$ cat src/rtl/alu_exec_unit_if.sv
// -----------------------------------------------------------------------------
// alu_exec_unit_if
// Bundle between the decode stage and the execute-stage unit. The execute
// stage samples the operands and control on the master side and returns the
// registered ALU, flag and branch-target results.
//
// Parameters:
//   WIDTH          datapath width (operands, result, PC, offset)
// Signals (master drives -> slave samples):
//   in_valid       operands and control valid this cycle
//   alu_op [1:0]   main-control ALUOp
//   funct  [5:0]   instruction[5:0]
//   shamt  [4:0]   instruction[10:6] (shift amount, shift build only)
//   read_data1     operand A (rs)
//   data2          operand B (rt or sign-extended immediate)
//   pc_plus4       PC+4
//   offset         sign-extended 16-bit immediate
// Signals (slave drives -> master samples):
//   out_valid      registered results valid
//   alu_control    decoded 4-bit ALU control code
//   alu_out        ALU result
//   zero           alu_out == 0
//   overflow       signed overflow on ADD/SUB
//   illegal        unsupported funct under R-type
//   branch_target  pc_plus4 + (offset << 2)
// -----------------------------------------------------------------------------
interface alu_exec_unit_if #(
  parameter int WIDTH = 32
) ();

  logic             in_valid;
  logic [1:0]       alu_op;
  logic [5:0]       funct;
  logic [4:0]       shamt;
  logic [WIDTH-1:0] read_data1;
  logic [WIDTH-1:0] data2;
  logic [WIDTH-1:0] pc_plus4;
  logic [WIDTH-1:0] offset;

  logic             out_valid;
  logic [3:0]       alu_control;
  logic [WIDTH-1:0] alu_out;
  logic             zero;
  logic             overflow;
  logic             illegal;
  logic [WIDTH-1:0] branch_target;

  // Upstream side: issues operands, consumes results.
  modport master (
    output in_valid, alu_op, funct, shamt, read_data1, data2, pc_plus4, offset,
    input  out_valid, alu_control, alu_out, zero, overflow, illegal, branch_target
  );

  // Execute unit side: consumes operands, produces registered results.
  modport slave (
    input  in_valid, alu_op, funct, shamt, read_data1, data2, pc_plus4, offset,
    output out_valid, alu_control, alu_out, zero, overflow, illegal, branch_target
  );

endinterface

$ cat src/rtl/alu_exec_unit.sv
// -----------------------------------------------------------------------------
// alu_exec_unit
// Execute stage of the single-cycle MIPS datapath. In one clock it:
//   - decodes ALUOp + funct into a 4-bit ALU control code (flagging
//     unsupported R-type functs as illegal),
//   - runs the 32-bit ALU (result, zero flag, signed-overflow flag),
//   - forms the branch target pc_plus4 + (offset << 2).
// All results are registered; out_valid follows in_valid by one cycle. When
// in_valid is low the result registers hold and out_valid drops.
//
// Optional feature macro: ALU_SHIFT_EN
//   Defined   -> R-type functs 000000/000010/000011 decode to SLL/SRL/SRA
//                of data2 by shamt.
//   Undefined -> those functs are illegal and shamt is ignored.
//
// Ports:
//   clk   rising-edge system clock
//   rst   synchronous active-high reset; clears every output, beats in_valid
//   sif   alu_exec_unit_if.slave bundle (operands in, registered results out)
// -----------------------------------------------------------------------------
module alu_exec_unit #(
  parameter int WIDTH = 32
) (
  input  logic            clk,
  input  logic            rst,
  alu_exec_unit_if.slave  sif
);

  // ALU control codes.
  localparam logic [3:0] CTRL_AND  = 4'b0000;
  localparam logic [3:0] CTRL_OR   = 4'b0001;
  localparam logic [3:0] CTRL_ADD  = 4'b0010;
  localparam logic [3:0] CTRL_ADDU = 4'b0011;
  localparam logic [3:0] CTRL_SUBU = 4'b0100;
  localparam logic [3:0] CTRL_SUB  = 4'b0110;
  localparam logic [3:0] CTRL_SLT  = 4'b0111;
  localparam logic [3:0] CTRL_SLTU = 4'b1000;
  localparam logic [3:0] CTRL_SLL  = 4'b1001;
  localparam logic [3:0] CTRL_SRL  = 4'b1010;
  localparam logic [3:0] CTRL_SRA  = 4'b1011;
  localparam logic [3:0] CTRL_NOR  = 4'b1100;
  localparam logic [3:0] CTRL_ILL  = 4'b1111;

  // ALUOp encodings from main control.
  localparam logic [1:0] OP_MEM   = 2'b00;
  localparam logic [1:0] OP_BEQ   = 2'b01;
  localparam logic [1:0] OP_RTYPE = 2'b10;
  localparam logic [1:0] OP_ORI   = 2'b11;

  // R-type funct encodings.
  localparam logic [5:0] FN_SLL  = 6'b000000;
  localparam logic [5:0] FN_SRL  = 6'b000010;
  localparam logic [5:0] FN_SRA  = 6'b000011;
  localparam logic [5:0] FN_ADD  = 6'b100000;
  localparam logic [5:0] FN_ADDU = 6'b100001;
  localparam logic [5:0] FN_SUB  = 6'b100010;
  localparam logic [5:0] FN_SUBU = 6'b100011;
  localparam logic [5:0] FN_AND  = 6'b100100;
  localparam logic [5:0] FN_OR   = 6'b100101;
  localparam logic [5:0] FN_NOR  = 6'b100111;
  localparam logic [5:0] FN_SLT  = 6'b101010;
  localparam logic [5:0] FN_SLTU = 6'b101011;

  // Returns {illegal, control code} for a given ALUOp/funct pair.
  function automatic logic [4:0] decode_ctrl(input logic [1:0] op, input logic [5:0] fn);
    logic [4:0] r;
    r = {1'b1, CTRL_ILL};
    case (op)
      OP_MEM:   r = {1'b0, CTRL_ADD};
      OP_BEQ:   r = {1'b0, CTRL_SUB};
      OP_ORI:   r = {1'b0, CTRL_OR};
      OP_RTYPE: begin
        case (fn)
          FN_AND:  r = {1'b0, CTRL_AND};
          FN_OR:   r = {1'b0, CTRL_OR};
          FN_ADD:  r = {1'b0, CTRL_ADD};
          FN_ADDU: r = {1'b0, CTRL_ADDU};
          FN_SUB:  r = {1'b0, CTRL_SUB};
          FN_SUBU: r = {1'b0, CTRL_SUBU};
          FN_SLT:  r = {1'b0, CTRL_SLT};
          FN_SLTU: r = {1'b0, CTRL_SLTU};
          FN_NOR:  r = {1'b0, CTRL_NOR};
`ifdef ALU_SHIFT_EN
          FN_SLL:  r = {1'b0, CTRL_SLL};
          FN_SRL:  r = {1'b0, CTRL_SRL};
          FN_SRA:  r = {1'b0, CTRL_SRA};
`endif
          default: r = {1'b1, CTRL_ILL};
        endcase
      end
      default:  r = {1'b1, CTRL_ILL};
    endcase
    return r;
  endfunction

  // Signed overflow of A+B: same-sign operands producing a different-sign sum.
  function automatic logic add_ovf(input logic sa, input logic sb, input logic sr);
    return (sa == sb) && (sr != sa);
  endfunction

  // Signed overflow of A-B: different-sign operands, result sign differs from A.
  function automatic logic sub_ovf(input logic sa, input logic sb, input logic sr);
    return (sa != sb) && (sr != sa);
  endfunction

  logic [3:0]       ctrl_s;
  logic             illegal_s;
  logic [WIDTH-1:0] opa_s;
  logic [WIDTH-1:0] opb_s;
  logic [WIDTH-1:0] sum_s;
  logic [WIDTH-1:0] diff_s;
  logic [WIDTH-1:0] result_s;
  logic             ovf_s;
  logic             zero_s;
  logic [WIDTH-1:0] target_s;

  logic             valid_d,   valid_q;
  logic [3:0]       ctrl_d,    ctrl_q;
  logic [WIDTH-1:0] result_d,  result_q;
  logic             zero_d,    zero_q;
  logic             ovf_d,     ovf_q;
  logic             illegal_d, illegal_q;
  logic [WIDTH-1:0] target_d,  target_q;

  assign opa_s = sif.read_data1;
  assign opb_s = sif.data2;
  assign sum_s  = opa_s + opb_s;
  assign diff_s = opa_s - opb_s;

  // Top two offset bits fall off the word scaling; shamt is only consumed by
  // the shift build.
  logic unused_inputs_s;
`ifdef ALU_SHIFT_EN
  assign unused_inputs_s = ^sif.offset[WIDTH-1:WIDTH-2];
`else
  assign unused_inputs_s = ^{sif.offset[WIDTH-1:WIDTH-2], sif.shamt};
`endif

  // Control decode.
  always_comb begin
    {illegal_s, ctrl_s} = decode_ctrl(sif.alu_op, sif.funct);
  end

  // ALU datapath: result selected by control code.
  always_comb begin
    result_s = {WIDTH{1'b0}};
    case (ctrl_s)
      CTRL_AND:  result_s = opa_s & opb_s;
      CTRL_OR:   result_s = opa_s | opb_s;
      CTRL_NOR:  result_s = ~(opa_s | opb_s);
      CTRL_ADD:  result_s = sum_s;
      CTRL_ADDU: result_s = sum_s;
      CTRL_SUB:  result_s = diff_s;
      CTRL_SUBU: result_s = diff_s;
      CTRL_SLT:  result_s = {{(WIDTH-1){1'b0}}, ($signed(opa_s) < $signed(opb_s))};
      CTRL_SLTU: result_s = {{(WIDTH-1){1'b0}}, (opa_s < opb_s)};
`ifdef ALU_SHIFT_EN
      CTRL_SLL:  result_s = opb_s << sif.shamt;
      CTRL_SRL:  result_s = opb_s >> sif.shamt;
      CTRL_SRA:  result_s = WIDTH'($signed(opb_s) >>> sif.shamt);
`endif
      default:   result_s = {WIDTH{1'b0}};
    endcase
  end

  // Overflow only for the trapping ADD/SUB codes; unsigned forms never flag.
  always_comb begin
    ovf_s = 1'b0;
    case (ctrl_s)
      CTRL_ADD: ovf_s = add_ovf(opa_s[WIDTH-1], opb_s[WIDTH-1], sum_s[WIDTH-1]);
      CTRL_SUB: ovf_s = sub_ovf(opa_s[WIDTH-1], opb_s[WIDTH-1], diff_s[WIDTH-1]);
      default:  ovf_s = 1'b0;
    endcase
  end

  assign zero_s   = (result_s == {WIDTH{1'b0}});
  assign target_s = sif.pc_plus4 + {sif.offset[WIDTH-3:0], 2'b00};

  // Next-state: load on valid input, otherwise hold results and drop valid.
  always_comb begin
    if (sif.in_valid) begin
      valid_d   = 1'b1;
      ctrl_d    = ctrl_s;
      result_d  = result_s;
      zero_d    = zero_s;
      ovf_d     = ovf_s;
      illegal_d = illegal_s;
      target_d  = target_s;
    end else begin
      valid_d   = 1'b0;
      ctrl_d    = ctrl_q;
      result_d  = result_q;
      zero_d    = zero_q;
      ovf_d     = ovf_q;
      illegal_d = illegal_q;
      target_d  = target_q;
    end
  end

  // Output registers with synchronous reset.
  always_ff @(posedge clk) begin
    if (rst) begin
      valid_q   <= 1'b0;
      ctrl_q    <= 4'b0000;
      result_q  <= {WIDTH{1'b0}};
      zero_q    <= 1'b0;
      ovf_q     <= 1'b0;
      illegal_q <= 1'b0;
      target_q  <= {WIDTH{1'b0}};
    end else begin
      valid_q   <= valid_d;
      ctrl_q    <= ctrl_d;
      result_q  <= result_d;
      zero_q    <= zero_d;
      ovf_q     <= ovf_d;
      illegal_q <= illegal_d;
      target_q  <= target_d;
    end
  end

  assign sif.out_valid     = valid_q;
  assign sif.alu_control   = ctrl_q;
  assign sif.alu_out       = result_q;
  assign sif.zero          = zero_q;
  assign sif.overflow      = ovf_q;
  assign sif.illegal       = illegal_q;
  assign sif.branch_target = target_q;

endmodule

$ cat src/flat_wrapper.sv
// flat-port wrapper written by rule: the top's interface ports become plain ports
module alu_exec_unit_flat 
#(
  parameter int WIDTH = 32
)
  (clk, rst, sif_in_valid, sif_alu_op, sif_funct, sif_shamt, sif_read_data1, sif_data2, sif_pc_plus4, sif_offset, sif_out_valid, sif_alu_control, sif_alu_out, sif_zero, sif_overflow, sif_illegal, sif_branch_target);
  alu_exec_unit_if #(.WIDTH(WIDTH)) sif_i ();
  input  logic clk;
  input  logic rst;
  input wire logic [$bits(sif_i.in_valid)-1:0] sif_in_valid;
  input wire logic [$bits(sif_i.alu_op)-1:0] sif_alu_op;
  input wire logic [$bits(sif_i.funct)-1:0] sif_funct;
  input wire logic [$bits(sif_i.shamt)-1:0] sif_shamt;
  input wire logic [$bits(sif_i.read_data1)-1:0] sif_read_data1;
  input wire logic [$bits(sif_i.data2)-1:0] sif_data2;
  input wire logic [$bits(sif_i.pc_plus4)-1:0] sif_pc_plus4;
  input wire logic [$bits(sif_i.offset)-1:0] sif_offset;
  output wire logic [$bits(sif_i.out_valid)-1:0] sif_out_valid;
  output wire logic [$bits(sif_i.alu_control)-1:0] sif_alu_control;
  output wire logic [$bits(sif_i.alu_out)-1:0] sif_alu_out;
  output wire logic [$bits(sif_i.zero)-1:0] sif_zero;
  output wire logic [$bits(sif_i.overflow)-1:0] sif_overflow;
  output wire logic [$bits(sif_i.illegal)-1:0] sif_illegal;
  output wire logic [$bits(sif_i.branch_target)-1:0] sif_branch_target;
  assign sif_i.in_valid = sif_in_valid;
  assign sif_i.alu_op = sif_alu_op;
  assign sif_i.funct = sif_funct;
  assign sif_i.shamt = sif_shamt;
  assign sif_i.read_data1 = sif_read_data1;
  assign sif_i.data2 = sif_data2;
  assign sif_i.pc_plus4 = sif_pc_plus4;
  assign sif_i.offset = sif_offset;
  assign sif_out_valid = sif_i.out_valid;
  assign sif_alu_control = sif_i.alu_control;
  assign sif_alu_out = sif_i.alu_out;
  assign sif_zero = sif_i.zero;
  assign sif_overflow = sif_i.overflow;
  assign sif_illegal = sif_i.illegal;
  assign sif_branch_target = sif_i.branch_target;
  alu_exec_unit #(.WIDTH(WIDTH)) u_core (.clk(clk), .rst(rst), .sif(sif_i));
endmodule
$ cat config.mk
export PLATFORM = sky130hd
export DESIGN_NAME = alu_exec_unit_flat
export DESIGN_NICKNAME = d
export VERILOG_FILES = /design/src/rtl/alu_exec_unit_if.sv /design/src/rtl/alu_exec_unit.sv /design/src/flat_wrapper.sv
export SDC_FILE = /design/constraint.sdc
export NUM_CORES = 1
export LEC_CHECK = 0
export CAP_MARGIN = 20
export CORE_MARGIN = 4
export CORE_UTILIZATION = 50
export DETAILED_ROUTE_END_ITERATION = 16
export GPL_TIMING_DRIVEN = 0
export PLACE_DENSITY = 0.9
export REMOVE_ABC_BUFFERS = 1
export SLEW_MARGIN = 20
export SYNTH_ARGS = -nofsm -noshare
export SYNTH_HDL_FRONTEND = slang
export SYNTH_SLANG_ARGS = --single-unit
$ cat constraint.sdc
create_clock -name clk -period 5.1 [get_ports clk]
set_input_delay 0.51 -clock clk [delete_from_list [all_inputs] [get_ports clk]]
set_output_delay 0.51 -clock clk [all_outputs]
set_load 0.05 [all_outputs]
### Word level (Yosys, flattened, before mapping)

Index checks and enable logic that the tools add are counted.

* input port bits: 144
* output and inout bits: 72
* bits in registers: 72

* equal/unequal tests: 24
* multiplexer cells: 5
* reductions and logical operators: 7
* bitwise logic cells: 3
* add/subtract/negate cells: 3
* order comparisons: 2

Operator list (number)
* 32-bit case mux with 7 select lines: 1
* 32-bit adder: 2
* 32-bit less-than comparator: 2
* 6-bit == test, second input constant: 9
* 5-bit case mux with 9 select lines: 1
* 32-bit AND: 1
* 32-bit logical NOT: 1
* 32-bit NOT: 1
* 32-bit bitwise OR: 1
* 32-bit subtractor: 1
* 5-bit case mux with 4 select lines: 1
* 4-bit by 3-bit == test with 1-bit output, second input constant: 3
* 4-bit by 2-bit == test with 1-bit output, second input constant: 2
* 4-bit == test, second input constant: 2
* 2-bit == test, second input constant: 2
* 4-bit by 1-bit == test with 1-bit output, second input constant: 1
* 4-bit logical NOT: 1
* 2-bit OR reduction: 2
* 1-bit != test: 3
* 2-bit by 1-bit == test with 1-bit output, second input constant: 1
* 1-bit logical AND: 2
* 2-bit logical NOT: 1
* 1-bit case mux with 2 select lines: 1
* 1-bit == test: 1
* 1-bit two-way mux: 1

### Logic depth before layout (Yosys ltp)

Gate-level depths: netlist of run 1.

* depth in word-level cells: 7
* depth in mapped cells: 15
* mapped depth without buffers: 15

### Worst setup path after synthesis of run 1

OpenSTA, ideal clock, no wires.

* path kind: input to register
* from: input port sif_read_data1[0]
* to: register u_core.zero_q, in the netlist u_core.sif.zero
* path buffers: 0
* cell stages on the path: 15
* data arrival time: 3.910 ns
* data required time: 5.008 ns
* setup time: 0.092 ns
* setup slack: 1.098 ns
* cells stage by stage: inv_1 ha_1 fa_1 or2_4 a221oi_4 o21ai_2 or4_4 a21bo_1 a41o_1 o22ai_2 nand4_1 nor4_1 nand4_1 or4b_1 o32ai_1

* word-level cells in the longest chain between the ends: 4

RTL lines
* start, declared: line flat_wrapper.sv:14 `input wire logic [$bits(sif_i.read_data1)-1:0] sif_read_data1;`
* branches (longest 2 deep; another with 32-bit subtractor)
* 32-bit case mux with 7 select lines *: line alu_exec_unit.sv:147 `case (ctrl_s)`
* 32-bit logical NOT *: line alu_exec_unit.sv:176 `assign zero_s = (result_s == {WIDTH{1'b0}});`
* end signal, assigned: line alu_exec_unit.sv:214 `zero_q <= zero_d;`
* end, declared: line alu_exec_unit.sv:120 `logic zero_d, zero_q;`

Every way passes the cells marked *.
A chain may end at the register's enable or synchronous reset.

### Final worst setup path of run 1

* from: input port sif_funct[1]
* to: register u_core.zero_q, in the netlist u_core.sif.zero

* word-level cells in the longest chain between the ends: 7

RTL lines
* start, declared: line flat_wrapper.sv:12 `input wire logic [$bits(sif_i.funct)-1:0] sif_funct;`
* 6-bit == test: line alu_exec_unit.sv:73 `case (fn)`
* 5-bit case mux with 9 select lines *: line alu_exec_unit.sv:73
* 5-bit case mux with 4 select lines *: line alu_exec_unit.sv:68 `case (op)`
* 4-bit by 3-bit == test with 1-bit output / 4-bit by 2-bit == test with 1-bit output (equally long branches): line alu_exec_unit.sv:147
* 2-bit OR reduction (no source line)
* 32-bit case mux with 7 select lines *: line alu_exec_unit.sv:147
* 32-bit logical NOT *: line alu_exec_unit.sv:176

Mark *: on every way between the ends. The rest lies on a longest branch, timed or not.

==> results of run 1 <==
## worst min-delay path, stage by stage, from the launching register on
cell	delay [ns]
sky130_fd_sc_hd__dfxtp_1	0.31
sky130_fd_sc_hd__nand2b_1	0.06
sky130_fd_sc_hd__a21oi_1	0.05
## registers in the layout, summed over array words and instances (netlist names)
register                  flops
u_core.sif.alu_out           32
u_core.sif.overflow           1
u_core.sif.zero               1
u_core.sif.branch_target     32
u_core.sif.alu_control        4
u_core.sif.illegal            1
u_core.sif.out_valid          1
## kinds of logic after synthesis
| logic type | after synthesis | share of synthesized area, % |
|---|---|---|
| AND/OR/NAND/NOR | 393 | 19.7 |
| multiplexers | 42 | 4.45 |
| flip-flops | 72 | 15.2 |
| AO/OA/AOI/OAI | 449 | 32.7 |
| XOR/XNOR | 35 | 3.22 |
| buffers and inverters | 188 | 7.68 |
| adder cells (fa/ha/maj) | 128 | 17.1 |
## per-layer routing
| metal | vias to the layer above | track usage [%] | wire (microns) |
|---|---|---|---|
| li1 | 5060 | - | - |
| met1 | 4994 | 35.7 | 12900 |
| met2 | 647 | 48.6 | 14800 |
| met3 | 132 | 6.35 | 3490 |
| met4 | 0 | 11.4 | 1340 |
| met5 | - | 0 | 0 |
## repair_timing
item                                    4_1_cts  5_1_grt
hold buffers                                  0        0
resized for setup                             0        5
endpoints found under the hold margin         0        0
endpoints found under the setup margin        0        1
## worst max path at each step
stage                                 start              end  slack, ns  depth (start not counted)
after floorplan                sif_funct[1]  u_core.sif.zero       0.83                         12
after detailed placement  sif_read_data1[0]  u_core.sif.zero      -0.24                         16
after global routing           sif_funct[1]  u_core.sif.zero       0.01                         13
final                          sif_funct[1]  u_core.sif.zero       0.06                         13
after CTS                 sif_read_data1[0]  u_core.sif.zero       0.11                         16
after global placement         sif_funct[1]  u_core.sif.zero      -2.07                         13
## synth_stat cells, drive strengths merged (28+ instances only)
master	n	area, sq um
nor2	163	612
ha	125	1560
a21oi	119	596
inv	112	420
dfxtp	72	1440
nand2	68	255
o21ai	57	289
clkbuf	55	206
a211oi	47	353
mux2i	40	400
nor3	28	145
## metrics by stage
| step | setup WS, ns | std cells | TNS, ns |
|---|---|---|---|
| floorplan | 0.826 | 1231 | 0 |
| global placement | -2.07 | 1673 | -12.64 |
| detailed placement | -0.238 | 1678 | -0.238 |
| CTS | 0.106 | 1694 | 0 |
| global route | 0.0101 | 1694 | 0 |
| finish | 0.0616 | 1694 | 0 |
## power breakdown
group	leakage [nW]	switching (mW)	internal (mW)
logic	4.44	0.835	0.539
registers	0.596	0.0276	0.617
clock network	0.131	0.295	0.338
## layout make-up
cell class,count,area [sq um],area share (%)
clock buffer,9,225,1.87
clock inverter,7,60.1,0.498
inverter,112,420,3.49
multi-input combinational,1047,7420,61.6
sequential,72,1440,12.0
tap,234,293,2.43
timing repair buffer,213,2190,18.2
==> results.txt, run 1 <==
The flow ran to the end, and the final reports show no timing, DRC or antenna violations. Once the floorplan was initialized, standard cells occupied 50.8% of the core. The width of the die came out at 146 microns. The min-delay analysis places its worst path in the category reg -> reg.

The relative slew slack is 36.6%. The final RePlAce weighted congestion is 1.00. The endpoint arrival time on the critical path is 5.30 ns.

The startpoint identified for the worst hold timing path is u_core.sif.alu_control[0]. The final design utilization is 64.4%. During synthesis, Yosys emitted a total of 0 warnings. The routed via count divided by cell count came out at 6.39.

After clock tree synthesis, the clock-pin slew on the worst setup and hold paths is 0.06 ns. After detailed routing, the total wire length is 32.6 mm. The standby leakage power came out at 5.17 nW. The final route contains 10800 vias. The count of cells along the worst hold path came out at 2.

In this design, the stage delay of the slowest critical-path cell is 0.81 ns. Data on the critical path is required at its endpoint by 5.36 ns. In the layout the commonest cells are 206 x sky130_fd_sc_hd__clkdlybuf4s50_1, 163 x sky130_fd_sc_hd__nor2_1, 125 x sky130_fd_sc_hd__ha_1.

The cell type of the slowest stage on the worst timing path is sky130_fd_sc_hd__a2111oi_0. For the worst flop-to-flop path, the logic depth is 3. The setup fix buffers added after clock tree synthesis came out at 0. The post-route netlist has 3.77% of its cells at a drive strength greater than 1. The first-pass iteration count of the detailed router came out at 6.

The worst setup skew after layout is 0 ns. The floorplan step defined a die boundary enclosing 21300 sq um. The number of top-level design ports is 216. The post-synthesis instance area is 9510 sq um. The wire length per cell after detailed routing came out at 19.2 microns. The async set-or-reset flop fraction in the synthesized netlist is 0%. The number of H-tree levels came out at 3. The synthesis-to-layout area growth came out at 26.8%.

Each instance of the synthesized netlist takes up on average 7.28 sq um. The post-route cell area came out at 12100 sq um. The slew at the pin closest to its max-slew limit is 0.939 ns. The clock sink count is 72.

Walking the worst path, the cells encountered are clkdlybuf4s50_1, and2_1, o211a_1, a41oi_4, a2111oi_0, a2111oi_0, inv_1, nor4_2, nand4_1, nor4_4, nand4_1, or4b_1, o32ai_1. The critical path class is in -> reg. The top achievable clock speed is 198 MHz.

The final-stage net count is 1727. The total power of the final layout came out at 2.65 mW. The count of final hold-check violations came out at 0. The flip-flop cell with the highest count after synthesis is sky130_fd_sc_hd__dfxtp_1. The fraction of the cycle the final worst path needs is 98.8%. The number of antenna violations at the first check in global routing was 0. The maximum fanout along the worst path is 15. CTS placed an instance of sky130_fd_sc_hd__clkbuf_16 at the clock tree root.

The clock passes through at most 2 buffers. The via count of the first global-routing pass was 10200. Counting both buffers and inverters, the worst setup path holds a total of 2. The total of max-cap violations is 0. The minimum clock period came out at 5.04 ns. The tightest hold path in the finished design has a slack of 0.469 ns. The maximum ir drop on the vdd rail came out at 157 uV. The number of CTS-inserted buffers is 9.

The worst register-to-register path begins at u_core.sif.branch_target[9]. For this run, the total global-route usage over all layers was measured as 28.8%. The capturing point of the worst reg2reg path is u_core.sif.branch_target[9].

The count of buffers from port buffering came out at 208. The endpoint of the worst hold path is u_core.sif.alu_control[0]. The slack of the worst reg-to-reg path is 4.26 ns.

The total number of placement rows is 50. The number of register bits inferred by synthesis came out at 72. STA classifies the critical path startpoint as an input port.

Grouping stages by cell kind, the critical path spends the most delay in compound AO/OA/AOI/OAI gates. The detailed placement HPWL came out at 24.6 mm. Global routing finished with a remaining overflow of 0.

The number of enable flip-flop cells after synthesis is 0. The placed instance area came out at 11700 sq um. The sequential cell area fraction in the yosys report came out at 15.2%. After synthesis, the netlist uses 83 different library cells. The number of fill cells in the layout is 1589. The floorplan step set the die height to 146 microns. The pin count of the biggest net entering global routing is 80. The number of max-slew violations in the final report was 0. STA classifies the critical path endpoint as a flop. The later-pin clock latency in the skew report is 0.35 ns.

The gate count of the mapped netlist came out at 1307. The detailed router finished its first iteration with 1221 violations. Setup violations remaining at the end of the flow were counted as 0. The most common cell after layout, fill and taps aside is sky130_fd_sc_hd__clkdlybuf4s50_1. The TritonCTS clock tree is done. The core box area came out at 18700 sq um. Setup repair after global routing left no endpoint under its margin. The areal power density over the cells is 220 nW/um^2. The first-pass GRT wire length is 51.7 mm. After detailed routing, the number of remaining DRC violations is 0. The number of diodes is 0. The count of nets left with antenna violations once routing finished came out at 0.
Power figures use the tool's default switching activity.
==> inputs of run 2 (changes only) <==
--- a/config.mk
+++ b/config.mk
@@ -9,9 +9,12 @@
 export CORE_MARGIN = 4
 export CORE_UTILIZATION = 50
 export DETAILED_ROUTE_END_ITERATION = 16
+export GPL_ROUTABILITY_DRIVEN = 1
 export GPL_TIMING_DRIVEN = 0
 export PLACE_DENSITY = 0.9
 export REMOVE_ABC_BUFFERS = 1
+export SETUP_SLACK_MARGIN = 0.02
+export SKIP_LAST_GASP = 1
 export SLEW_MARGIN = 20
 export SYNTH_ARGS = -nofsm -noshare
 export SYNTH_HDL_FRONTEND = slang
==> results.txt, run 2 (synthesis results as in run 1) <==
The run finished with clean final reports. The number of fill cells in the layout came out at 1589. The worst setup path is captured at a flop. Entering global routing, the biggest net connects 80 pins.

The maximum ir drop on the vdd rail came out at 156 uV. The areal power density over the cells is 220 nW/um^2. The clock network is responsible for 23.9% of the overall power. The combined area of the multi-input logic cells came out at 7430 sq um. The critical path goes through clkdlybuf4s50_1, inv_1, ha_1, fa_1, or2_4, a221oi_4, o21ai_2, or4_4, a21bo_1, a41o_1, o22ai_2, nand4_1, nor4_4, nand4_1, or4b_1, o32ai_1. The standby leakage power is 5.17 nW. The number of CTS-inserted buffers came out at 9.

The routed via count divided by cell count is 6.46. The detail route stage leaves a number of antenna-violating nets equal to 0. Counting instances, the worst hold path has a depth of 2. The setup fix buffers added after clock tree synthesis is 0. The library cell used most frequently in the layout, excluding fill and tap cells, is sky130_fd_sc_hd__clkdlybuf4s50_1.

The number of max-slew violations in the final report is 0. The final RePlAce weighted congestion is 1.00. The top achievable clock speed came out at 202 MHz. The combinational cell fraction of total power came out at 51.8%. In the final layout, flip-flops and latches occupy 1440 sq um. The worst register-to-register path has a setup slack of 4.26 ns. The total number of vias came out at 10900.

The clock sink count came out at 72. The fraction of the cycle the final worst path needs is 96.9%. After clock tree synthesis, the clock-pin slew on the worst setup and hold paths is 0.07 ns. The largest buffer count on any clock path came out at 2. The residual overflow from global routing is 0. The cell seen most often among critical-path stages is sky130_fd_sc_hd__nand4_1.

The setup slack at placement is -0.238 ns. The worst hold path belongs to the class reg -> reg. The TritonCTS clock tree is done. On the worst path, the slowest cell contributes a delay of 0.56 ns. The total length of routed wires is 32.4 mm.

After clock tree synthesis, the flow added hold-fix buffers numbering 0. The critical path is of the in -> reg type. The minimum clock period is 4.94 ns.

The first-pass iteration count of the detailed router is 6. The number of antenna violations at the first check in global routing came to 0. The capturing point of the worst reg2reg path is u_core.sif.branch_target[9]. The worst setup path is launched from an input port.

The number of H-tree levels is 3. The total of max-cap violations came out at 0. The final-stage net count is 1727. In the layout the commonest cells are 206 x sky130_fd_sc_hd__clkdlybuf4s50_1, 163 x sky130_fd_sc_hd__nor2_1, 125 x sky130_fd_sc_hd__ha_1. The setup slack after layout is 0.158 ns. The critical path buffer and inverter count came out at 2. The width of the die is 146 microns. The total area inside the core boundary comes to 18700 sq um. The maximum fanout along the worst path came out at 6.

The total routing resource utilization after global routing is 28.8%. The total number of placement rows is 50. The relative slew slack is 36.8%.

The final number of setup-violating endpoints came out at 0. The synthesis-to-layout area growth is 26.8%. The slew at the pin closest to its max-slew limit is 0.936 ns. Broken down by cell family, the worst path's largest delay share belongs to simple AND/OR/NAND/NOR gates.

The height of the die is 146 microns. The later-pin clock latency in the skew report came out at 0.35 ns. Data on the critical path arrives at its endpoint at 5.20 ns. Post-CTS repair changed the size of 0 cells. The data required time of the critical path is 5.36 ns. Setup repair after global routing left no endpoint under its margin. The slowest stage of the critical path is the sky130_fd_sc_hd__or4b_1 cell. The number of top-level design ports came out at 216. The first-pass GRT wire length is 51.7 mm. The initial standard-cell utilization of the core came out at 50.8%. On the final layout, the worst clock skew is 0 ns.

The via count of the first global-routing pass came out at 10200. In this run the most critical hold path is launched from u_core.sif.alu_control[0]. The internal power component is 1.50 mW. The layout cell share with drive strength beyond 1 is 3.84%. The die covers 21300 sq um. The startpoint identified for the worst register-to-register timing path is u_core.sif.branch_target[9]. After detailed routing, the average wire length per cell comes to 19.2 microns. The detailed router's first-iteration violation count is 1326. Detailed placement finished with a half-perimeter wire length of 24.6 mm.

The net switching fraction of the power is 43.6%. The depth of the most critical reg-to-reg path is 3. For this run, design rule violations remaining after detail routing come to 0. In this run the power spent charging and discharging nets is 1.16 mW. The completed layout was analyzed and its total power is 2.65 mW. The count of final hold-check violations came out at 0. The count of buffers from port buffering came out at 208. Registers are responsible for 24.3% of the overall power. The worst hold path terminates at u_core.sif.alu_control[0]. 0 antenna diodes ended up in the layout. The tree is rooted in a sky130_fd_sc_hd__clkbuf_16.
run 2: worst max path at each step:
stage | cells past startpoint | end | slack (ns) | startpoint
floorplan | 12 | u_core.sif.zero | 0.83 | sif_funct[1]
global placement | 13 | u_core.sif.zero | -2.07 | sif_funct[1]
detailed placement | 16 | u_core.sif.zero | -0.24 | sif_read_data1[0]
CTS | 16 | u_core.sif.zero | 0.11 | sif_read_data1[0]
global route | 16 | u_core.sif.zero | 0.03 | sif_read_data1[0]
finish | 16 | u_core.sif.zero | 0.16 | sif_read_data1[0]
run 2: per-stage QoR:
| stage | hold WS [ns] | setup TNS (ns) | utilization (%) | instance area (sq um) | std cells |
|---|---|---|---|---|---|
| global placement | 0.458 | -12.64 | 61.9 | 11600 | 1673 |
| finish | 0.472 | 0 | 64.5 | 12100 | 1694 |
| floorplan | 0.579 | 0 | - | 9200 | 1231 |
| detailed placement | 0.460 | -0.238 | 62.7 | 11700 | 1678 |
| global route | 0.497 | 0 | 64.5 | 12100 | 1694 |
| CTS | 0.471 | 0 | 64.2 | 12000 | 1694 |
run 2: layer usage:
| metal | up-vias | GRT usage (%) | share of wire, % |
|---|---|---|---|
| met5 | - | 0 | 0 |
| met4 | 0 | 11.4 | 4.1 |
| met3 | 122 | 6.35 | 11 |
| met2 | 694 | 48.6 | 46 |
| met1 | 5062 | 35.7 | 39 |
| li1 | 5066 | - | - |
run 2: cell type report:
| type | count | share of cell area, % |
|---|---|---|
| multi-input cells | 1047 | 61.6 |
| repair buffers | 213 | 18.2 |
| flip-flops and latches | 72 | 12.0 |
| inverters | 112 | 3.49 |
| well taps | 234 | 2.43 |
| clock buffers | 9 | 1.87 |
| clock inverters | 7 | 0.498 |
run 2: power by group through the flow:
| stage | clock network [mW] | registers [mW] | logic [mW] |
|---|---|---|---|
| floorplan | 0 | 0.844 | 0.682 |
| global placement | 0 | 0.655 | 1.30 |
| detailed placement | 0 | 0.658 | 1.33 |
| CTS | 0.645 | 0.645 | 1.34 |
| global route | 0.668 | 0.652 | 1.47 |
| finish | 0.634 | 0.645 | 1.37 |
run 2: worst register-to-register path, cell delays in order, from the launching register on:
cell and delay (ns):
sky130_fd_sc_hd__dfxtp_1 0.34, sky130_fd_sc_hd__nor2b_1 0.15, sky130_fd_sc_hd__a31oi_1 0.18, sky130_fd_sc_hd__nor2_1 0.06
==> inputs of run 3 (changes only) <==
--- a/config.mk
+++ b/config.mk
@@ -5,7 +5,6 @@
 export SDC_FILE = /design/constraint.sdc
 export NUM_CORES = 1
 export LEC_CHECK = 0
-export CAP_MARGIN = 20
 export CORE_MARGIN = 4
 export CORE_UTILIZATION = 50
 export DETAILED_ROUTE_END_ITERATION = 16
==> results of run 3 <==
No change in the layout: final DEF, timing and power equal those of run 2.
